==> config.mk <==
export PLATFORM = sky130hd
export DESIGN_NAME = regfile
export DESIGN_NICKNAME = d
export VERILOG_FILES = /design/src/rtl/regfile_pkg.sv /design/src/rtl/regfile_rd_port.sv /design/src/rtl/regfile.sv
export SDC_FILE = /design/constraint.sdc
export NUM_CORES = 2
export LEC_CHECK = 0
export BUFFER_PORTS_ARGS = -buffer_cell sky130_fd_sc_hd__buf_2
export CORE_MARGIN = 2
export CORE_UTILIZATION = 60
export DETAILED_ROUTE_END_ITERATION = 10
export HOLD_SLACK_MARGIN = 0.12
export PLACE_DENSITY = 0.83
export SLEW_MARGIN = 5
export SYNTH_ARGS = -nofsm -noshare
export SYNTH_HDL_FRONTEND = slang
export SYNTH_HIERARCHICAL = 1
export SYNTH_SLANG_ARGS = --single-unit
==> constraint.sdc <==
create_clock -name clk -period 75.1 [get_ports clk]
set_input_delay 15.02 -clock clk [delete_from_list [all_inputs] [get_ports clk]]
set_output_delay 15.02 -clock clk [all_outputs]
set_load 0.01 [all_outputs]
==> src/rtl/regfile_pkg.sv <==
// Shared widths and request structs for the architectural register file.
// Index 0 is the hardwired-zero register.
package regfile_pkg;

   localparam int DATA_W   = 32;
   localparam int ADDR_W   = 5;
   localparam int NUM_REGS = 1 << ADDR_W;
   localparam int CNT_W    = 32;

   typedef struct packed {
      logic              we;
      logic [ADDR_W-1:0] addr;
      logic [DATA_W-1:0] data;
   } wr_req_t;

   typedef struct packed {
      logic              en;
      logic [ADDR_W-1:0] addr;
   } rd_req_t;

   function automatic logic is_zero_idx(input logic [ADDR_W-1:0] idx);
      return (idx == '0);
   endfunction

endpackage

==> src/rtl/regfile_rd_port.sv <==
// One combinational read port: reset, enable and zero-index squash ahead of
// the write-through bypass, falling back to stored contents.
module regfile_rd_port
   import regfile_pkg::*;
#(
   parameter int DW = DATA_W,
   parameter int AW = ADDR_W,
   parameter int NR = NUM_REGS
) (
   input  logic                  rst,
   input  logic                  re,
   input  logic [AW-1:0]         raddr,
   input  logic                  we,
   input  logic [AW-1:0]         waddr,
   input  logic [DW-1:0]         wdata,
   input  logic [NR-1:0][DW-1:0] regs,
   output logic [DW-1:0]         rdata
);

   always_comb begin
      rdata = '0;
      if (rst) begin
         rdata = '0;
      end else if (!re) begin
         rdata = '0;
      end else if (raddr == '0) begin
         rdata = '0;
      end else if (we && (waddr == raddr)) begin
         // value retiring this cycle is visible to decode before the edge
         rdata = wdata;
      end else begin
         rdata = regs[raddr];
      end
   end

endmodule

==> src/rtl/regfile.sv <==
// General-purpose register file: one write port from write-back, two
// bypassed combinational read ports, and a committed-write counter.
module regfile
   import regfile_pkg::*;
#(
   parameter int DATA_W_P   = DATA_W,
   parameter int ADDR_W_P   = ADDR_W,
   parameter int NUM_REGS_P = NUM_REGS
) (
   input  logic                clk,
   input  logic                rst,
   input  logic                we_i,
   input  logic [ADDR_W_P-1:0] waddr_i,
   input  logic [DATA_W_P-1:0] wdata_i,
   input  logic                re1_i,
   input  logic [ADDR_W_P-1:0] raddr1_i,
   output logic [DATA_W_P-1:0] rdata1_o,
   input  logic                re2_i,
   input  logic [ADDR_W_P-1:0] raddr2_i,
   output logic [DATA_W_P-1:0] rdata2_o,
   output logic [CNT_W-1:0]    wr_count_o
);

   logic [NUM_REGS_P-1:0][DATA_W_P-1:0] regs;
   logic [CNT_W-1:0]                    wr_cnt;
   logic                                commit;

   assign commit = we_i && (waddr_i != '0);

   // index 0 is never written, so it stays at its reset value of zero
   always_ff @(posedge clk or posedge rst) begin
      if (rst) begin
         regs   <= '0;
         wr_cnt <= '0;
      end else if (commit) begin
         regs[waddr_i] <= wdata_i;
         wr_cnt        <= wr_cnt + 1'b1;
      end
   end

   assign wr_count_o = wr_cnt;

   regfile_rd_port #(
      .DW (DATA_W_P),
      .AW (ADDR_W_P),
      .NR (NUM_REGS_P)
   ) u_rd_port1 (
      .rst   (rst),
      .re    (re1_i),
      .raddr (raddr1_i),
      .we    (we_i),
      .waddr (waddr_i),
      .wdata (wdata_i),
      .regs  (regs),
      .rdata (rdata1_o)
   );

   regfile_rd_port #(
      .DW (DATA_W_P),
      .AW (ADDR_W_P),
      .NR (NUM_REGS_P)
   ) u_rd_port2 (
      .rst   (rst),
      .re    (re2_i),
      .raddr (raddr2_i),
      .we    (we_i),
      .waddr (waddr_i),
      .wdata (wdata_i),
      .regs  (regs),
      .rdata (rdata2_o)
   );

endmodule

# After elaboration in Yosys (flattened, before gate mapping)
# Cells that the tools add are included.
# totals
in_bits	52
word_cells	62
output_inout_bits	96
regBits	1056
# classes
eq_ne	2
add_sub_neg	1
muxes	15
n_lt_le_gt_ge	4
n_reduce_logical	7
# op_table
op	n
$bwmux 1024	1
$mux 32	11
$bmux 32 s5	2
$demux 32 s5	1
$add 32x1->32 const B	1
$lt 5x6->1 const B	3
$eq 5x5->1	2
$logic_not 5->1	2
$ge 5x1->1 const B	1
$reduce_bool 5->1	1
$logic_and 1x1->1	4

# Logic depth before layout (Yosys ltp)
# logic_depth
ltp_word	6
depth_mapped	9

# Modules after synthesis
# Netlist, hierarchy kept.
# by_module_without_submodules
module	instances	cells_per_inst	area_per_inst_um2
regfile	1	2424	39794.4
regfile_rd_port	2	1095	9016.1

# Worst setup path before layout
# No wires, ideal clock.
# synth_timing
kind	input to output
startpoint	input raddr1_i[0]
endpoint	output rdata1_o[13]
cell_stages	6
arrival_ns	16.421
path_buffers	2
path_slack_ns	43.659
path_cell_list	buf_6 -> buf_6 -> mux4_2 -> o2111a_1 -> nor4_1 -> a31oi_1
# synth_via
elab_chain_cells	6
# synth_rtl
item	line	source
start: declaration	regfile.sv:16	input logic [ADDR_W_P-1:0] raddr1_i,
$bmux 32 s5 / $eq 5x5->1 (equally long branches)	regfile_rd_port.sv:32, regfile_rd_port.sv:28	
$mux 32 (not written as such) / $logic_and 1x1->1 (equally long branches)	regfile_rd_port.sv:32, regfile_rd_port.sv:28	
$mux 32	regfile_rd_port.sv:28	end else if (we && (waddr == raddr)) begin
$mux 32 (*)	regfile_rd_port.sv:26	end else if (raddr == '0) begin
$mux 32 (*)	regfile_rd_port.sv:24	end else if (!re) begin
$mux 32 (*)	regfile_rd_port.sv:22	if (rst) begin
end: declaration	regfile.sv:17	output logic [DATA_W_P-1:0] rdata1_o,
# Mark *: on every way between the ends. The rest lies on a longest branch, timed or not. The select of a mux whose other input is x is not followed.

# Worst setup path after layout
# layout_timing
startpoint	input raddr2_i[1]
endpoint	output rdata2_o[10]
# layout_via
elab_chain_cells	6
# layout_rtl
item	line	source
start: declaration	regfile.sv:19	input logic [ADDR_W_P-1:0] raddr2_i,
$bmux 32 s5 / $eq 5x5->1 (equally long branches)	regfile_rd_port.sv:32, regfile_rd_port.sv:28	
$mux 32 (not written as such) / $logic_and 1x1->1 (equally long branches)	regfile_rd_port.sv:32, regfile_rd_port.sv:28	
$mux 32	regfile_rd_port.sv:28	
$mux 32 (*)	regfile_rd_port.sv:26	
$mux 32 (*)	regfile_rd_port.sv:24	
$mux 32 (*)	regfile_rd_port.sv:22	
end: declaration	regfile.sv:20	output logic [DATA_W_P-1:0] rdata2_o,
# Marks and branches as above.

==> impl_metrics.csv <==
group,metric,value,unit
synthesis,synth-edff-count,0,
global_routing,antenna_found_initial,5,
global_routing,overflow,0,
route,ant_nets,0,
cts,cts_buffers,108,
cts,clock-sinks,1056,
final_layout,nFillCells,6853,
route,vias,41800,
setup_path,worst-path-buf-inv,3,
pwr,power,1.64,mW
synthesis,netlist_area,57800,um2
place,place_ws,41.06,ns
setup_path,path_cells,"buf_8 > buf_4 > xor2_1 > nor4_2 > nand3_2 > o21ai_0 > a31oi_1 > buf_2",
setup_path,crit_path_end_kind,"output pin",
cts,htreeDepth,3,
floorplanning,ios,148,
setup_path,timing_worst_setup_path_type,"in2out",
synthesis,async_flop_share,100,%
setup_path,crit_arrival,19.33,ns
floorplanning,start_util,60.7,%
global_routing,first_global_vias,42000,
timing,fin_setup_tns,0,ns
timing,rsz0062_at_grt,"no",
timing,worst_slew_pin_slew,1.46,ns
synthesis,yosysSeqAreaShare,45.7,%
final_layout,syn2layout_area_growth,7.69,%
cts,postCtsSetupRepairBufs,0,
route,wl_per_cell,30.3,um
route,drt-total-wl,177000,um
floorplanning,die_h,314,um
timing,post-route-period-util,45.7,%
synthesis,ys.flop_type,"dfrtp_1",
cts,cts_hold_buffers,0,
timing,layout_setup_ws,40.75,ns
timing,min_period,34.35,ns
pwr,p_leak,28.7,nW
route,viasPerCell,7.16,
synthesis,synthCells,4614,
status,outcome,"finished with violations",
flow_run,drv_cap,1,
synthesis,yosys_warnings,6,
min_path,min_path_type,"reg2reg",
setup_path,reg2reg_slack,73.15,ns
global_routing,grt_pass1_wl,263000,um
timing,finalSetupViolations,0,
synthesis,synth_area_leaders,"dfrtp_1 (46%), mux2_2 (19%), mux2i_1 (14%), mux4_2 (3.9%), o22ai_1 (2.5%)",
floorplanning,die_x,314,um
timing,maxSlewHeadroom,2.41,%
route,dr.pass1.iters,6,
cts,cts_tree,"done",
timing,hold_viol_final,0,
place,io_buffers,147,
setup_path,path_max_fanout,75,
setup_path,required,60.08,ns
floorplanning,rows,113,
timing,final.setup_skew,0.00252,ns
synthesis,ys_ff_latch,1056,
timing,slew_violations,0,
final_layout,final_cell_mix,"dfrtp_1 (1,056), mux2_2 (982), mux2i_1 (810)",
global_routing,grt_usage,35.3,%
synthesis,syn_area_per_cell,12.5,um2
floorplanning,die_area,98900,um2
setup_path,cp_slowest_cell,"nand3_2",
cts,clk_path_buf_depth,3,
setup_path,startpoint_type,"primary input",
timing,fmax,0.0291,GHz
place,dp_hpwl,102000,um
cts,clock_latency,0.69,ns
cts,cts-root-buf,"clkbuf_16",
place,place_area,58400,um2
global_routing,grt_max_degree,179,
floorplanning,core,95300,um2
route,route.detailed.drc,0,
cts,cts-resized-gates,0,
setup_path,slowest_delay,1.15,ns
final_layout,mostFrequentLayoutCell,"dfrtp_1",
route,drt_iter0_markers,5577,
cts,clk_pin_slew_worst_paths,0.06,ns
pwr,powerDensity,26.4,nW/um2
place,place.gp.congestion,0.870,
synthesis,synth_top_cell_area_share,45.7,%
synthesis,synth_nets,4667,
synthesis,yosysUniqueCellTypes,56,
final_layout,fin_nets,4535,
status,violations,"max-capacitance violations",
setup_path,critPathTopFamily,"buffers and inverters",
final_layout,antenna_cells,0,
synthesis,yosys.area.top_type,"dfrtp_1",
pwr,ir_worst_vdd,27.7,uV
final_layout,drive_gt1_share,34.2,%
final_layout,fin_area,62300,um2
==> worst paths after layout <==
path / from / endpoint / depth (start not counted)
worst max-delay path: raddr2_i[1] / rdata2_o[10] / 8
worst min-delay path: regs[10] / regs[10] / 0
worst max register to register: wr_count_o[8] / wr_count_o[24] / 5
worst min register to register: regs[10] / regs[10] / 0
max in group asynchronous: rst / wr_count_o[13] / 5
min in group asynchronous: rst / regs[152] / 2
==> power by group <==
part / switching [mW] / total, mW / leakage [nW] / internal, mW
Sequential: 0.0819 / 0.757 / 13.6 / 0.675
Combinational: 0.145 / 0.308 / 13.2 / 0.163
Clock: 0.234 / 0.579 / 1.90 / 0.345
==> stage by stage <==
step | hold WS [ns] | std cells | utilization (%)
floorplan | 0.449 | 4614 | -
finish | 0.399 | 5836 | 65.3
detailed placement | 0.390 | 5637 | 61.3
global placement | 0.384 | 5637 | 61.3
global route | 0.412 | 5836 | 65.3
CTS | 0.404 | 5836 | 65.3
==> logic make-up (layout without fill, tap and decap cells) <==
kind of cell / Yosys count / count (layout) / share of synthesized area (%)
buf+inv: 482 / 439 / 4.74
xor+xnor: 41 / 41 / 0.621
compound gates: 621 / 621 / 6.91
simple gates: 510 / 510 / 4.76
mux: 1903 / 1903 / 37.3
fa+ha+maj: 1 / 1 / 0.0216
flops: 1056 / 1056 / 45.7
==> state kept, by name, indices dropped and copies added (netlist names) <==
register,count
regs,1024
wr_count_o,32
==> metal layers <==
metal	routed length (um)	share of wire, %	up-vias	global-route usage, %
met4	10500	5.9	12	18.5
met1	66300	37	21200	46.9
met5	178	0.10	-	0.919
li1	-	-	17000	-
met2	76800	43	2874	52.2
met3	23100	13	715	10.5
==> cells in the mapped netlist (all sizes together) (4+ instances only) <==
master / n
o21ai: 127
nor4b: 12
and2: 6
dfrtp: 1056
nand3: 72
nor3: 22
xor2: 24
xnor2: 17
buf: 266
o2111a: 38
a31oi: 78
nand2b: 54
nor4: 42
nor2b: 24
clkbuf: 209
and2b: 4
inv: 7
o22ai: 228
nor3b: 4
and3: 23
nor2: 33
nand4: 21
mux4: 100
a21oi: 52
mux2: 993
nand2: 179
a221oi: 12
a22oi: 70
a211oi: 14
mux2i: 810
==> cell type report <==
| cell class | count | area, um2 | area share (%) |
|---|---|---|---|
| tap | 1265 | 1580 | 2.54 |
| clock inverter | 37 | 536 | 0.860 |
| clock buffer | 162 | 3310 | 5.32 |
| sequential | 1056 | 26400 | 42.4 |
| timing repair buffer | 233 | 1500 | 2.42 |
| multi-input combinational | 3076 | 28900 | 46.4 |
| inverter | 7 | 33.8 | 0.0542 |
(Power assumes the default switching activity.)
